**config.mk**
```make
export PLATFORM = sky130hd
export DESIGN_NAME = ntt_buffer_ctrl
export DESIGN_NICKNAME = d
export VERILOG_FILES = /design/src/rtl/ntt_buffer_ctrl.sv
export SDC_FILE = /design/constraint.sdc
export NUM_CORES = 1
export LEC_CHECK = 0
export BUFFER_PORTS_ARGS = -buffer_cell sky130_fd_sc_hd__buf_2
export CAP_MARGIN = 5
export CORE_AREA = 5 5 64 54
export CTS_CLUSTER_SIZE = 20
export DETAILED_ROUTE_END_ITERATION = 10
export DIE_AREA = 0 0 69 59
export GPL_ROUTABILITY_DRIVEN = 1
export PLACE_DENSITY = 0.66
export SLEW_MARGIN = 20
export SYNTH_ARGS = -nofsm -noshare
export SYNTH_HDL_FRONTEND = slang
export SYNTH_SLANG_ARGS = --single-unit
```
**constraint.sdc**
```tcl
create_clock -name clk -period 6 [get_ports clk]
set_input_delay 0.9 -clock clk [delete_from_list [all_inputs] [get_ports clk]]
set_output_delay 0.9 -clock clk [all_outputs]
set_load 0.03 [all_outputs]
```
**src/rtl/ntt_buffer_ctrl.sv**
```systemverilog
// ntt_buffer_ctrl: sequencing controller for the NTT 4-lane reorder buffer.
// Accepts 4-coefficient words upstream, drives the buffer wren/rden/count-reset
// strobes and presents each reorganised group of 4 words downstream. Filling of
// group g+1 overlaps draining of group g within the per-lane slot headroom.
// Optional build macro: NTT_BUF_CTRL_REG_READY_EN (in_ready ignores the
// same-cycle read, removing the out_ready -> in_ready combinational path).
module ntt_buffer_ctrl #(
  parameter int unsigned NUM_GROUPS = 16
) (
  input  logic clk,
  input  logic reset_n,
  input  logic zeroize,
  input  logic start,
  input  logic in_valid,
  output logic in_ready,
  input  logic out_ready,
  output logic out_valid,
  output logic buf_wren,
  output logic buf_rden,
  output logic buf_wr_rst_count,
  output logic buf_rd_rst_count,
  output logic busy,
  output logic done
);

  localparam int unsigned GRP_W = $clog2(NUM_GROUPS + 1);
  localparam int unsigned TOT_W = GRP_W + 2;
  localparam logic [TOT_W-1:0] WR_LIMIT  = TOT_W'(4 * NUM_GROUPS);
  localparam logic [GRP_W-1:0] GRP_LIMIT = GRP_W'(NUM_GROUPS);

  typedef enum logic [1:0] {
    ST_IDLE,
    ST_RUN,
    ST_DRAIN,
    ST_DONE
  } state_t;

  state_t             state;
  state_t             state_nxt;
  logic [2:0]         wr_in_grp;
  logic [1:0]         rd_idx;
  logic               rd_active;
  logic [TOT_W-1:0]   wr_total;
  logic [GRP_W-1:0]   rd_grp;
  logic [GRP_W-1:0]   rd_grp_nxt;

  logic               clr;
  logic               start_acc;
  logic               wr_fire;
  logic               rd_fire;
  logic               rd_last;
  logic               grp_done;
  logic               allow;
  logic [2:0]         allow_lhs;
  logic [2:0]         allow_rhs;

  // Handshake strobes, write allowance and pass-level outputs.
  always_comb begin
    clr        = !reset_n || zeroize;
    start_acc  = (state == ST_IDLE) && start;
    out_valid  = rd_active;
    rd_fire    = out_valid && out_ready;
    rd_last    = rd_fire && (rd_idx == 2'd3);
    allow_lhs  = wr_in_grp + 3'd1;
`ifdef NTT_BUF_CTRL_REG_READY_EN
    allow_rhs  = {1'b0, rd_idx};
`else
    allow_rhs  = {1'b0, rd_idx} + {2'b00, rd_fire};
`endif
    // Write k of the next group may only shift lane k once read k of the
    // draining group has happened (or is happening now).
    allow      = !rd_active || (allow_lhs <= allow_rhs);
    in_ready   = (state == ST_RUN) && (wr_total < WR_LIMIT) && allow;
    wr_fire    = in_valid && in_ready;
    grp_done   = wr_fire && (wr_in_grp == 3'd3);
    buf_wren   = wr_fire;
    buf_rden   = rd_fire;
    rd_grp_nxt = rd_grp + GRP_W'(rd_last);
    buf_wr_rst_count = start_acc && reset_n && !zeroize;
    buf_rd_rst_count = start_acc && reset_n && !zeroize;
    busy       = (state != ST_IDLE);
    done       = (state == ST_DONE);
  end

  // Next-state selection for the pass sequencer.
  always_comb begin
    state_nxt = state;
    unique case (state)
      ST_IDLE:  if (start) state_nxt = ST_RUN;
      ST_RUN:   if (wr_total == WR_LIMIT) state_nxt = ST_DRAIN;
      // Leave on the completing read so DONE directly follows the last read.
      ST_DRAIN: if (rd_grp_nxt == GRP_LIMIT) state_nxt = ST_DONE;
      ST_DONE:  state_nxt = ST_IDLE;
      default:  state_nxt = ST_IDLE;
    endcase
  end

  // State register; reset and zeroize abort any pass in progress.
  always_ff @(posedge clk) begin
    if (clr) state <= ST_IDLE;
    else     state <= state_nxt;
  end

  // Write/read progress counters and the draining-group flag.
  always_ff @(posedge clk) begin
    if (clr || start_acc) begin
      wr_in_grp <= '0;
      rd_idx    <= '0;
      rd_active <= 1'b0;
      wr_total  <= '0;
      rd_grp    <= '0;
    end else begin
      wr_total <= wr_total + TOT_W'(wr_fire);
      rd_grp   <= rd_grp_nxt;
      if (grp_done)     wr_in_grp <= '0;
      else if (wr_fire) wr_in_grp <= wr_in_grp + 3'd1;
      // A completing write while draining always coincides with the 4th read,
      // so both branches agree on rd_idx returning to 0.
      if (grp_done || rd_last) rd_idx <= '0;
      else if (rd_fire)        rd_idx <= rd_idx + 2'd1;
      if (grp_done)     rd_active <= 1'b1;
      else if (rd_last) rd_active <= 1'b0;
    end
  end

endmodule

```
[Word-level counts from Yosys, hierarchy flattened]
Cells that the tools add are included.
Storage, ports and cells
  latch bits: 0
  output and inout port bits: 8
  memories kept: 0
  memory bits (writable): 0
  ROM bits: 0
  input port bits: 6
  flip-flop bits (word level): 20
  word-level logic and storage cells: 51
Cells by class
  reductions and logical operators: 22
  divide/modulo/power cells: 0
  add/sub/neg operators: 5
  eq/ne operators: 10
  multiplexer cells: 6
  $lt $le $gt $ge: 2
  shift operators: 0
  bitwise logic cells: 0
  $mul: 0
Operator list (count)
  1-bit logical AND: 9
  2-bit one-hot mux with 4 select lines: 1
  7-bit by 1-bit adder with 7-bit output: 1
  7-bit == test, second input constant: 1
  7-bit less-than comparator, second input constant: 1
  2-bit == test, second input constant: 3
  2-bit two-way mux: 3
  5-bit by 1-bit adder with 5-bit output: 1
  5-bit == test, second input constant: 1
  1-bit logical OR: 4
  2-bit != test, second input constant: 2
  2-bit nonzero test: 2
  2-bit OR reduction: 2
  2-bit by 1-bit adder with 3-bit output: 1
  3-bit by 1-bit adder with 3-bit output, second input constant: 1
  3-bit by 2-bit == test with 1-bit output, second input constant: 1
  3-bit less-or-equal comparator: 1
  1-bit logical NOT: 3
  3-bit AND reduction: 1
  2-bit by 1-bit adder with 2-bit output, second input constant: 1
  2-bit by 1-bit == test with 1-bit output, second input constant: 1
  2-bit logical NOT: 1
  1-bit two-way mux: 2
  2-bit by 1-bit != test with 1-bit output, second input constant: 1

[Logic depth before layout (Yosys ltp)]
Gate-level depths: netlist (run 1).
  depth after elaboration: 9
  depth in mapped cells: 16
  gate-level depth less buffers: 16

[Worst setup path before layout (run 1)]
OpenSTA, ideal clock, no wires.
  kind: input to register
  start point: input out_ready
  end point: register wr_total[6]
  path buffers: 0
  path slack: 1.874 ns
  arrival time: 3.999 ns
  library setup time: 0.128 ns
  stages on the path: 16
  data required time: 5.872 ns
  path through: nand2_1 > inv_1 > ha_1 > ha_1 > inv_1 > ha_1 > nor2b_4 > o21a_1 > o211a_1 > nor2_1 > ha_1 > ha_1 > and3_1 > nand3_1 > xor2_1 > nor2_1
Between the ends
  cells in the longest elaborated chain, start to end: 7
Ends and longest elaborated chain
  start, declared: RTL line 16  | input logic out_ready,
  1-bit logical AND: RTL line 62  | rd_fire = out_valid && out_ready;
  via buf_rden: RTL line 19  | output logic buf_rden,
  2-bit by 1-bit adder with 3-bit output: RTL line 68  | allow_rhs = {1'b0, rd_idx} + {2'b00, rd_fire};
  3-bit less-or-equal comparator: RTL line 72  | allow = !rd_active || (allow_lhs <= allow_rhs);
  1-bit logical OR: RTL line 72
  1-bit logical AND: RTL line 73  | in_ready = (state == ST_RUN) && (wr_total < WR_LIMIT) && allow;
  1-bit logical AND: RTL line 74  | wr_fire = in_valid && in_ready;
  via buf_wren: RTL line 18  | output logic buf_wren,
  7-bit by 1-bit adder with 7-bit output: RTL line 113  | wr_total <= wr_total + TOT_W'(wr_fire);
  end signal, assigned: RTL line 113
  end, declared: RTL line 43  | logic [TOT_W-1:0] wr_total;
The timed path passes the listed nets, and every way through them passes these cells.
A chain may end at the register's enable or synchronous reset.

[Worst setup path after layout (run 1)]
  start point: input out_ready
  end point: output buf_wren
Between the ends
  cells in the longest elaborated chain, start to end: 6
Ends and longest elaborated chain (RTL line)
  1-bit logical AND: 62
  2-bit by 1-bit adder with 3-bit output: 68
  3-bit less-or-equal comparator: 72
  1-bit logical OR: 72
  1-bit logical AND: 73
  1-bit logical AND: 74
  end, declared: 18
Every way passes these cells.

==> results.txt, run 1 <==
Die width - 69 um
Area contributors post-synth - dfxtp_1, ha_1, nor2_1
CTS clk-pin slew, worst paths - 110 ps
TritonCTS sink count - 20
Total grt overflow - 0
Die H - 59 um
Worst Hold End - wr_in_grp[1]
Tot Pwr - 0.235 mW
Post-synth top area share - 0.354
Worst slew margin - 0.585
Gr usage total - 0.113
Final slew viol count - 0
Number of fill cells - 284
First-pass DRT Iterations - 4
Flop-to-flop setup slack - 2600 ps
Layout cells sized above 1 - 0.139
Crit share post-route - 0.676
Rows - 17
CTS tree - done
I/O pins - 14
Worst slack, placed - 1970 ps
Post-route setup slack - 1950 ps
P_leak - 0.583 nW
Drt wl/cell - 12.4 um
Hold-critical path depth - 2
RePlAce Congestion - 0.800
Sum Neg Setup Slack - 0 ps
DRC viols - 0
Min Tclk post-route - 4050 ps
Total wire length - 2170 um
Clock latency on the worst-skew pair - 300 ps
Crit Path Class - in2out
I/O Buffers - 13
Area of the multi-input gates - 687 um2
Fmax - 247 MHz
Root buf cell - clkbuf_4
CP startpoint kind - input pin
Synth cell types - 34
P per Cell Area - 185 nW/um2
Worst R2R Path Depth - 16
Inserted Clock Buffers - 3
Post-Synthesis Cells - 122
WP data arrival - 3150 ps
Via density - 5.05
Post_cts resized - 0
First-pass GRT wire length - 3750 um
Initial antenna violation count - 0
CP startpoint - out_ready
Endpoints failing setup - 0
Sequential share of the synthesized area - 0.354
Worst r2r src - out_valid
Syn nets - 145
Die ar. - 4070 um2
Worst Hold Class - reg2reg
Detailed Route Iter0 Violations - 17
Worst vdd ir - 0.0960 mV
Pin count of the biggest net entering global routing - 16
Area Growth Syn to Fin - 12.2%
Hpwl dp - 1710 um
Vias - 884
Hold buffers post-CTS - 0
Mapped Avg Cell Area - 9.28 um2
#FFs+latches synth - 20
Max clock buf depth - 2
Outcome - finished, final reports clean
Vias in the first global route - 863
Setup bufs post-CTS - 0
Worst R2R End - wr_total[6]
Core area - 2720 um2
Final nets - 161
Critical path endpoint category - primary output
Final hold violation count - 0
Register area - 400 um2
Hold Startpoint - wr_in_grp[1]
Initial core utilization - 0.416
Antenna Cells - 0
Antenna-violating nets left - 0
Clock Skews - 4.35 ps
Most area-hungry cell type in the Yosys netlist - dfxtp_1
Tightest Pin Transition - 622 ps
Htree depth - 1
Critical-path maximum fanout - 6
Max_cap viols - 0
RSZ-0062 raised after global routing - false
YS warnings - 0
Mapped Area - 1130 um2
Critical Path RT - 5100 ps
[layout make-up]
cell class | count | area share
clock buffer | 4 | 0.0286
multi-input combinational | 91 | 0.541
tap | 38 | 0.0374
inverter | 9 | 0.0266
timing repair buffer | 13 | 0.0512
sequential | 20 | 0.315
[state kept, by name (all words and copies together) (netlist names)]
register,cells
wr_in_grp,3
rd_idx,2
wr_total,7
rd_grp,5
out_valid,1
state,2
[worst max-delay path, cell delays in order]
cell and delay [ps]:
buf_2 110, nand2_1 140, inv_1 70, ha_1 180, ha_1 270, inv_1 40
ha_1 270, nor2b_4 130, o21a_1 170, o211a_1 250, nor2_1 350, buf_2 280
[kinds of logic (layout without fill, tap and decap cells)]
group	after synthesis	after routing	synth area share
compound gates	19	19	0.122
xor+xnor	9	9	0.0696
fa+ha+maj	17	17	0.188
buf+inv	11	26	0.0398
flops	20	20	0.354
mux	1	1	0.00884
simple gates	45	45	0.219
[cells in the mapped netlist, drive strengths merged]
library cell	n
dfxtp	20
ha	17
nor2	14
inv	9
nand3	6
a21oi	5
xnor2	5
and2	4
and3	4
xor2	4
nand2b	3
nor3	3
nor3b	3
a211oi	2
nand2	2
nand3b	2
o21ai	2
a21boi	1
a221oi	1
a32o	1
buf	1
clkbuf	1
mux2i	1
nand4	1
nand4b	1
nor2b	1
o211a	1
o211ai	1
o21a	1
o221a	1
o221ai	1
o31ai	1
o41ai	1
or4	1
[how the worst max path moves through the flow]
stage | to | slack [ps]
floorplan | wr_total[6] | 1870
global placement | buf_wren | 2020
detailed placement | buf_wren | 1970
CTS | buf_wren | 1970
global route | buf_wren | 1780
finish | buf_wren | 1950
[cell usage in the layout, fill, tap and decap left out, types with 2 or more instances in the layout]
master	n
nor3b_1	3
nand3_1	6
nand3b_1	2
inv_1	9
nand2b_1	3
nor3_1	3
a21oi_1	5
and3_1	4
dfxtp_1	20
clkbuf_4	3
o21ai_0	2
ha_1	17
and2_1	4
nand2_1	2
xnor2_1	5
nor2_1	14
xor2_1	4
buf_2	13
a211oi_1	2
[power breakdown]
group | switching, mW | internal (mW)
clock network | 0.0424 | 0.0371
logic | 0.0141 | 0.00752
registers | 0.000682 | 0.134
[per-layer routing]
metal / wire [um] / share of wire / up-vias / GRT usage
met3: 83 / 0.038 / 4 / 0.0492
met2: 1050 / 0.48 / 7 / 0.194
met4: 12 / 0.0055 / 0 / 0.0195
met1: 1030 / 0.47 / 411 / 0.135
li1: - / - / 462 / -
met5: 0 / 0 / - / 0
[metrics by stage]
step	std cells	area, um2	utilization	hold WS [ps]
final	175	1270	0.466	493
after global routing	175	1270	0.466	540
after CTS	175	1270	0.466	494
after detailed placement	171	1230	0.453	476
after global placement	171	1230	0.453	471
after floorplan	122	1130	-	453
(Power assumes the default switching activity.)
==> run 2: changes to the inputs <==
Settings changed: PLACE_DENSITY 0.66 to 0.68.
Clock period 6 ns to 3.3 ns, I/O delays scaled along.
==> run 2 against run 1 <==
Effect of this change: total power increased by 83%; routed wire length hardly changed; final area up 1.5%; combinational power rose by 88%; worst setup slack lost 1700 ps; via count rose by 2.5%; largest power group unchanged.
==> results.txt, run 2 (synthesis gave the netlist of run 1 again) <==
Critical Path, Cell by Cell - nand2_2 > inv_2 > ha_1 > ha_1 > inv_1 > ha_1 > nor2b_4 > o21a_1 > o211a_1 > nor2_4 > buf_4 > buf_2
Vias - 906
Worst R2R Path Depth - 16
Sequential power share - 0.565
Vias in the first global route - 913
Delay-heaviest family, CP - adder cells
Antenna-violating nets left - 0
Endpoints failing setup - 0
CP dominant cell by count - ha_1
Rows - 17
CP startpoint kind - register
Clock Skews - 10.1 ps
Tightest Pin Transition - 580 ps
TritonCTS sink count - 20
Crit-path slowest cell - dfxtp_2
First-pass GRT wire length - 3800 um
Die H - 59 um
Worst R2R End - wr_total[6]
Initial antenna violation count - 0
Max reg flops - 7
CP startpoint - out_valid
Critical path endpoint category - primary output
Worst path bufs/invs - 4
Area Growth Syn to Fin - 13.8%
P_leak - 0.586 nW
Worst slack, placed - 28.9 ps
CTS clk-pin slew, worst paths - 120 ps
Pint - 0.325 mW
Final hold violation count - 0
Post-route setup slack - 201 ps
Gr usage total - 0.115
RSZ-0062 raised after global routing - false
Layout cells sized above 1 - 0.174
Fmax - 323 MHz
Uppermost layer routed - met4
CP Depth - 12
Antenna Cells - 0
Die width - 69 um
Placed insts - 172
Post_cts resized - 0
Detailed Route Iter0 Violations - 22
Flop-to-flop setup slack - 360 ps
First-pass DRT Iterations - 4
Layout Cells excl Fill - 176
I/O pins - 14
Drt wl/cell - 12.3 um
Worst slew margin - 0.614
Hpwl dp - 1720 um
WP data arrival - 2600 ps
Switching share of power - 0.247
Final Instance Area - 1290 um2
Htree depth - 1
Final hold slack - 487 ps
Critical-path maximum fanout - 6
Worst setup path endpoint - buf_wren
Tot Pwr - 0.432 mW
Crit Path Class - reg2out
Sum Neg Setup Slack - 0 ps
Final nets - 162
Final core occ - 0.473
Total wire length - 2170 um
Commonest non-fill, non-tap cell in the layout - dfxtp_1
Min Tclk post-route - 3100 ps
Logic pwr share - 0.094
Final slew viol count - 0
Max clock buf depth - 2
Inserted Clock Buffers - 3
Initial core utilization - 0.416
Crit share post-route - 0.939
Register with the most flip-flops - wr_total
CTS tree - done
P per Cell Area - 335 nW/um2
Worst Hold Class - reg2reg
WL met2 - 1050 um
Critical Path RT - 2800 ps
Worst vdd ir - 0.257 mV
Crit-path max cell delay - 370 ps
Setup bufs post-CTS - 0
Total grt overflow - 0
Hold buffers post-CTS - 0
Most frequent cells in the layout - dfxtp_1, ha_1, nor2_1, buf_2, inv_1
Max_cap viols - 0
Die ar. - 4070 um2
Placed cell area - 1250 um2
Core area - 2720 um2
Worst r2r src - out_valid
Clk pwr share - 0.340
Outcome - finished, final reports clean
Root buf cell - clkbuf_4
Wl on met1 - 1010 um
Clock latency on the worst-skew pair - 320 ps
I/O Buffers - 13
Pin count of the biggest net entering global routing - 16
Via density - 5.15
Psw - 0.107 mW
Largest registers - wr_total (7), rd_grp (5), wr_in_grp (3)
Met3 routed WL - 100 um
DRC viols - 0
RePlAce Congestion - 0.789
-- run 2: cell types whose count changed in the layout (fill, tap and decap cells not counted) --
cell / delta
dfxtp_1: -1
nor2_4: +1
inv_1: -1
dfxtp_2: +1
nor2_1: -1
buf_4: +1
nand2_2: +1
inv_2: +1
nand2_1: -1
-- run 2: worst min path at each step --
stage                             from            to  cells past startpoint
after floorplan           wr_in_grp[2]  wr_in_grp[2]                      2
after global placement    wr_in_grp[2]  wr_in_grp[2]                      2
after detailed placement  wr_in_grp[2]  wr_in_grp[2]                      2
after CTS                 wr_in_grp[2]  wr_in_grp[2]                      2
after global routing      wr_in_grp[2]  wr_in_grp[2]                      2
final                     wr_in_grp[1]  wr_in_grp[1]                      2
-- run 2: cell type report --
type                       count  area [um2]
fill                         280        1430
clock buffer                   4        36.3
sequential                    20         402
timing repair buffer          14        72.6
multi-input combinational     91         697
tap                           38        47.5
inverter                       9        33.8
-- run 2: worst min-delay path, delay by kind of cell (launching register included) --
family	cells	cell delay, ps
AOI/OAI and AO/OA	2	130
DFF	1	330
-- run 2: power groups by stage --
stage          Clock [mW]  Combinational (mW)  Sequential [mW]
6_report            0.147              0.0407            0.244
5_1_grt             0.161              0.0450            0.244
4_1_cts             0.150              0.0411            0.244
3_5_place_dp            0              0.0408            0.250
3_3_place_gp            0              0.0400            0.250
2_1_floorplan           0              0.0290            0.249
-- run 2: routing by layer --
| layer | track usage | up-vias |
|---|---|---|
| li1 | - | 463 |
| met1 | 0.130 | 424 |
| met2 | 0.201 | 17 |
| met3 | 0.0441 | 2 |
| met4 | 0.0446 | 0 |
| met5 | 0 | - |
